<file path="src/rtl/mux_gate_scheduler.sv">
// Round-robin scheduler that time-shares one external bitwise 2:1 mux between
// requesters, building AND/OR/NOT in one mux pass and XOR in two passes.
module mux_gate_scheduler #(
    parameter int NUM_REQ = 4,
    parameter int WIDTH   = 4
) (
    input  logic                     clk,
    input  logic                     rst_n,
    input  logic [NUM_REQ-1:0]       req,
    input  logic [2*NUM_REQ-1:0]     op,
    input  logic [WIDTH*NUM_REQ-1:0] a,
    input  logic [WIDTH*NUM_REQ-1:0] b,
    output logic [NUM_REQ-1:0]       gnt,
    output logic [NUM_REQ-1:0]       done,
    output logic [WIDTH-1:0]         res,
    output logic                     busy,
    output logic [WIDTH-1:0]         mux_sel,
    output logic [WIDTH-1:0]         mux_i0,
    output logic [WIDTH-1:0]         mux_i1,
    input  logic [WIDTH-1:0]         mux_out
);

    localparam int PW = (NUM_REQ > 1) ? $clog2(NUM_REQ) : 1;
    localparam logic [1:0] OP_AND = 2'b00;
    localparam logic [1:0] OP_OR  = 2'b01;
    localparam logic [1:0] OP_NOT = 2'b10;
    localparam logic [1:0] OP_XOR = 2'b11;

    typedef enum logic [1:0] {IDLE, EVAL1, EVAL2, DONE} state_t;

    state_t             r_state, w_next;
    logic [PW-1:0]      r_ptr;
    logic [NUM_REQ-1:0] r_gnt;
    logic [1:0]         r_op;
    logic [WIDTH-1:0]   r_a, r_b, r_temp, r_res;
    logic               w_found;
    logic [PW-1:0]      w_idx, w_nptr;

    // Walk candidates from farthest to nearest so the nearest set bit at or after r_ptr wins.
    always_comb begin : arb
        int j;
        j       = 0;
        w_found = 1'b0;
        w_idx   = '0;
        for (int k = NUM_REQ - 1; k >= 0; k--) begin
            j = int'(r_ptr) + k;
            if (j >= NUM_REQ) j = j - NUM_REQ;
            if (req[PW'(j)]) begin
                w_found = 1'b1;
                w_idx   = PW'(j);
            end
        end
    end

    assign w_nptr = (w_idx == PW'(NUM_REQ - 1)) ? '0 : w_idx + 1'b1;

    always_ff @(posedge clk or negedge rst_n) begin
        if (!rst_n) r_state <= IDLE;
        else        r_state <= w_next;
    end

    always_comb begin
        w_next = r_state;
        case (r_state)
            IDLE:    if (w_found) w_next = EVAL1;
            EVAL1:   w_next = (r_op == OP_XOR) ? EVAL2 : DONE;
            EVAL2:   w_next = DONE;
            default: w_next = IDLE;
        endcase
    end

    // Mux drive depends only on state and latched operands, never on live inputs.
    always_comb begin
        mux_sel = '0;
        mux_i0  = '0;
        mux_i1  = '0;
        case (r_state)
            EVAL1: begin
                case (r_op)
                    OP_AND: begin mux_sel = r_a; mux_i0 = '0;  mux_i1 = r_b; end
                    OP_OR:  begin mux_sel = r_a; mux_i0 = r_b; mux_i1 = '1;  end
                    OP_NOT: begin mux_sel = r_a; mux_i0 = '1;  mux_i1 = '0;  end
                    default: begin mux_sel = r_b; mux_i0 = '1; mux_i1 = '0;  end
                endcase
            end
            EVAL2: begin mux_sel = r_a; mux_i0 = r_b; mux_i1 = r_temp; end
            default: ;
        endcase
    end

    assign done = (r_state == DONE) ? r_gnt : '0;
    assign busy = (r_state != IDLE);
    assign gnt  = r_gnt;
    assign res  = r_res;

    always_ff @(posedge clk or negedge rst_n) begin
        if (!rst_n) begin
            r_ptr  <= '0;
            r_gnt  <= '0;
            r_op   <= '0;
            r_a    <= '0;
            r_b    <= '0;
            r_temp <= '0;
            r_res  <= '0;
        end else begin
            case (r_state)
                IDLE: if (w_found) begin
                    r_gnt <= NUM_REQ'(1) << w_idx;
                    r_op  <= op[2*w_idx +: 2];
                    r_a   <= a[w_idx*WIDTH +: WIDTH];
                    r_b   <= b[w_idx*WIDTH +: WIDTH];
                    r_ptr <= w_nptr;
                end
                EVAL1: if (r_op == OP_XOR) r_temp <= mux_out;
                       else                r_res  <= mux_out;
                EVAL2: r_res <= mux_out;
                default: r_gnt <= '0;
            endcase
        end
    end

endmodule
</file>
<file path="config.mk">
export PLATFORM = sky130hd
export DESIGN_NAME = mux_gate_scheduler
export DESIGN_NICKNAME = d
export VERILOG_FILES = /design/src/rtl/mux_gate_scheduler.sv
export SDC_FILE = /design/constraint.sdc
export NUM_CORES = 1
export LEC_CHECK = 0
export CORE_UTILIZATION = 47
export CTS_CLUSTER_DIAMETER = 60
export DETAILED_ROUTE_END_ITERATION = 10
export PLACE_DENSITY_LB_ADDON = 0.2
export SYNTH_ARGS = -nofsm -noshare
export SYNTH_HDL_FRONTEND = slang
export SYNTH_SLANG_ARGS = --single-unit
</file>
<file path="constraint.sdc">
create_clock -name clk -period 2.83 [get_ports clk]
set_clock_uncertainty 0.15 [all_clocks]
set_input_delay 0.566 -clock clk [delete_from_list [all_inputs] [get_ports clk]]
set_output_delay 0.566 -clock clk [all_outputs]
set_load 0.05 [all_outputs]
</file>
== After elaboration in Yosys (flattened, before gate mapping) ==
Cells that the tools add are included.
Storage, ports and cells
  output and inout bits: 25
  flip-flop bits (word level): 26
  input bits: 50
  word-level logic and storage cells: 87
Operators by class
  $add $sub $neg: 8
  mux-type cells: 39
  reduce and logical (&&, ||, !) cells: 10
  shifts and indexed selects: 4
  bitwise logic cells: 1
  order comparisons: 8
  equal/unequal tests: 9
Operators by type and width (number)
  4-bit case mux with 2 select lines: 7
  16-bit by 5-bit variable part select with 4-bit output: 2
  2-bit 2-to-1 mux: 10
  2-bit by 4-bit less-than comparator with 1-bit output (second input constant): 4
  4-bit 2-to-1 mux: 4
  1-bit 2-to-1 mux: 13
  2-bit == test (second input constant): 5
  3-bit >= comparator (second input constant): 3
  1-bit binary-select mux with 2-bit select: 4
  2-bit AND reduction: 4
  8-bit by 4-bit variable part select with 2-bit output: 1
  2-bit by 1-bit subtractor with 2-bit output (second input constant): 4
  2-bit by 2-bit adder with 3-bit output (second input constant): 2
  2-bit case mux with 3 select lines: 1
  2-bit by 1-bit == test with 1-bit output (second input constant): 2
  2-bit zero test: 2
  2-bit != test (second input constant): 2
  2-bit nonzero test: 2
  1-bit by 2-bit left shift with 4-bit output (first input constant): 1
  2-bit by 1-bit adder with 3-bit output (second input constant): 1
  2-bit by 3-bit >= comparator with 1-bit output (second input constant): 1
  3-bit OR reduction: 1
  2-bit by 1-bit adder with 2-bit output (second input constant): 1
  2-bit OR reduction: 1
  1-bit inverter: 1

== Logic depth before layout (Yosys ltp) ==
  word-level depth: 13
  mapped depth: 8
  depth with buffers taken out: 7

== Worst setup path after synthesis ==
Ideal clock, no wire load.
  path kind: register -> output
  start: reg r_state[1]
  end: out mux_i1[0]
  path slack: -161 ps
  path buffers: 1
  cell stages (with the launch flop): 7
  arrival time: 2275 ps
  data required time: 2114 ps
  cell sequence: dfrtp_1 inv_1 ha_1 clkbuf_1 nor2b_1 o21ai_0 a21boi_0
On the way
  word-level cells in the longest chain between the ends: 2
  elaborated cells between the ends (all ways): 3
  those cells by class: 2 x eq/ne; 1 x mux
Ends and longest elaborated chain
  start: declaration: RTL line 31  | state_t r_state, w_next;
  start signal: assignment: RTL line 59  | else r_state <= w_next;
  2-bit == test or 2-bit by 1-bit == test with 1-bit output (tied branches): RTL line 77  | case (r_state)
  4-bit case mux with 2 select lines (*): RTL line 77
  end: declaration: RTL line 19  | output logic [WIDTH-1:0] mux_i1,
Every way passes the cells marked *; elsewhere a longest branch is shown, timed or not.

== Final worst setup path ==
  start: reg r_state[0]
  end: out mux_i1[1]
The elaborated chain is that of the path after synthesis.

==> flow_metrics.tcl <==
set metrics [dict create \
    fillers 292 \
    drv_slew 0 \
    synth_cell_type_count 34 \
    hold_viol 0 \
    grt_pass1_vias 1760 \
    leakage_nw 1.24 \
    insertion_delay_ns 0.26 \
    start_util 0.503 \
    fin_cells 320 \
    worst-setup-path-type "flip-flop to output pin" \
    setup_viol 0 \
    min_period_ns 2.62 \
    grt_pass1_wl_um 8090 \
    synth_area_per_cell_sq_um 9.27 \
    async_flop_share 1.00 \
    fmax_mhz 381 \
    final_nets 329 \
    synth-seq-cells 26 \
    htreeDepth 1 \
    num_antenna_cells 0 \
    gp_congestion 0.772 \
    area_growth_pct 47.8 \
    post-route-period-util 0.926 \
    critPathRequiredTime_ns 2.11 \
    postSynthCellCount 203 \
    dp_hpwl_um 3850 \
    cts_tree "done" \
    cp_data_arrival_time_ns 1.91 \
    wl_per_cell_um 15.3 \
    drv_cap 0 \
    numPortBuffers 74 \
    io_pins 75 \
    start_kind "flip-flop" \
    fp.dieH_um 65.3 \
    max_slew.worst_pin.slew_ns 0.524 \
    ys.flop_type "dfrtp_1" \
    die_area_sq_mm 0.00426 \
    crit_fanout 19 \
    overflow 0 \
    clk_pin_slew_worst_paths_ns 0.08 \
    hp-class "flip-flop to flip-flop" \
    cp-end-kind "output pin" \
    outcome "finished clean" \
    rsz0062_at_grt "false" \
    mappedNetlistNets 258 \
    netlist_area_sq_mm 0.00188 \
    cts_setup_buffers 0 \
    synth_edf_count 0 \
    grt_usage 0.245 \
    hold_slack_ns 0.339 \
    cts_buffer_depth 2 \
    core_sq_mm 0.00374 \
    synth_warnings 0 \
    num_rows 22 \
    wl_um 4900 \
    vdd_drop_max_mv 0.752 \
    grt_max_degree 27 \
    dr.first_iter.drc_count 96 \
    antenna_found_initial 0 \
    drive_above_1_share 0.165 \
    layout.cells.most_common "clkdlybuf4s50_1" \
    clkSinkCount 26 \
    via_count 1823 \
    cellPowerDensity_mw_per_mm2 1170 \
    hold_buffers 0 \
    mostFrequentLayoutCells "clkdlybuf4s50_1 (61), nand2_1 (40), dfrtp_1 (26)" \
    root_buffer "clkbuf_8" \
    cts_buffers 3 \
    chipWidth_um 65.3 \
    drtPass1Iterations 4 \
    dp_cells 317 \
    ys_seq_area_frac 0.346 \
    viasPerCell 5.70 \
    drcViolationCount 0 \
    slew_headroom 0.651 \
    ant_nets 0 \
]
-- critical path: stages (launching register included) --
cell and delay [ns]:
dfrtp_1 0.41, inv_1 0.08, ha_1 0.62, a21boi_1 0.35, buf_12 0.18
-- through the flow --
stage               instance area (sq um)  power [W]  TNS (ns)  worst slack, ns   util
finish                               2780    0.00326         0            0.208  0.743
global route                         2780    0.00347         0           0.0446  0.743
CTS                                  2780    0.00326         0           0.0564  0.741
detailed placement                   2730    0.00305   -0.0119         -0.00549  0.730
global placement                     2730    0.00300         0           0.0553  0.730
floorplan                            1880    0.00228         0           0.0982      -
-- per-layer routing --
layer  wire (um)  part of all wire  vias to the layer above  track usage
met5           0                 0                        -            0
met3         275             0.056                        4       0.0278
met1        2250              0.46                      847        0.334
li1            -                 -                      897            -
met2        2330              0.47                       75        0.399
met4          43            0.0088                        0       0.0870
-- registers in the layout, indices dropped and copies added, names as in the netlist --
register,flops
res,4
r_temp,4
gnt,4
r_op,2
r_ptr,2
r_a,4
r_b,4
r_state,2
-- final timing paths --
kind	slack, ns	end	startpoint	cells after the start
min in group asynchronous	0.52	res[0]	rst_n	2
hold / removal	0.34	r_temp[2]	r_temp[2]	2
max in group asynchronous	1.75	r_a[2]	rst_n	2
setup reg to reg	0.58	r_b[3]	r_state[1]	8
hold reg to reg	0.34	r_temp[2]	r_temp[2]	2
setup / recovery	0.21	mux_i1[1]	r_state[0]	4
-- area by class of cell --
type                            instances  area, sq um  share of cell area
Multi-Input combinational cell        155         1130               0.406
Timing Repair Buffer                   83          881               0.317
Tap cell                               48         60.1              0.0216
Inverter                                5         18.8             0.00675
Sequential cell                        26          651               0.234
Clock buffer                            3         41.3              0.0148
-- repair_timing --
item,4_1_cts,5_1_grt
endpoints found under the setup margin,0,7
hold endpoints to repair,0,0
gates resized for setup,0,3
-- where the power goes --
part	internal (W)	switching [W]
Clock	0.0000951	0.000105
Sequential	0.000556	0.000184
Combinational	0.000999	0.00132
-- synthesized netlist by cell type, types with 2 or more instances --
master / count / area, sq um
buf_6: 2 / 22.5
a22oi_1: 9 / 67.6
nand2_1: 40 / 150
ha_1: 5 / 62.6
nand2b_1: 3 / 18.8
mux2_4: 7 / 105
nor2b_1: 9 / 56.3
a221o_1: 10 / 100
dfrtp_1: 26 / 651
clkbuf_1: 9 / 33.8
a21boi_0: 4 / 30.0
a32oi_1: 3 / 26.3
buf_2: 6 / 30.0
a41o_1: 10 / 100
and2_1: 4 / 25.0
inv_1: 4 / 15.0
nor2_1: 5 / 18.8
mux2_2: 7 / 78.8
o21ai_0: 11 / 55.1
a21o_1: 6 / 45.0
a2111oi_0: 10 / 87.6
-- kinds of logic after synthesis --
| kind of cell | synth area share |
|---|---|
| AND/OR/NAND/NOR | 0.170 |
| AO/OA/AOI/OAI | 0.293 |
| flip-flops | 0.346 |
| buffers and inverters | 0.0558 |
| multiplexers | 0.103 |
| adder cells (fa/ha/maj) | 0.0332 |
Note: power is estimated with default switching activity, not from simulation.
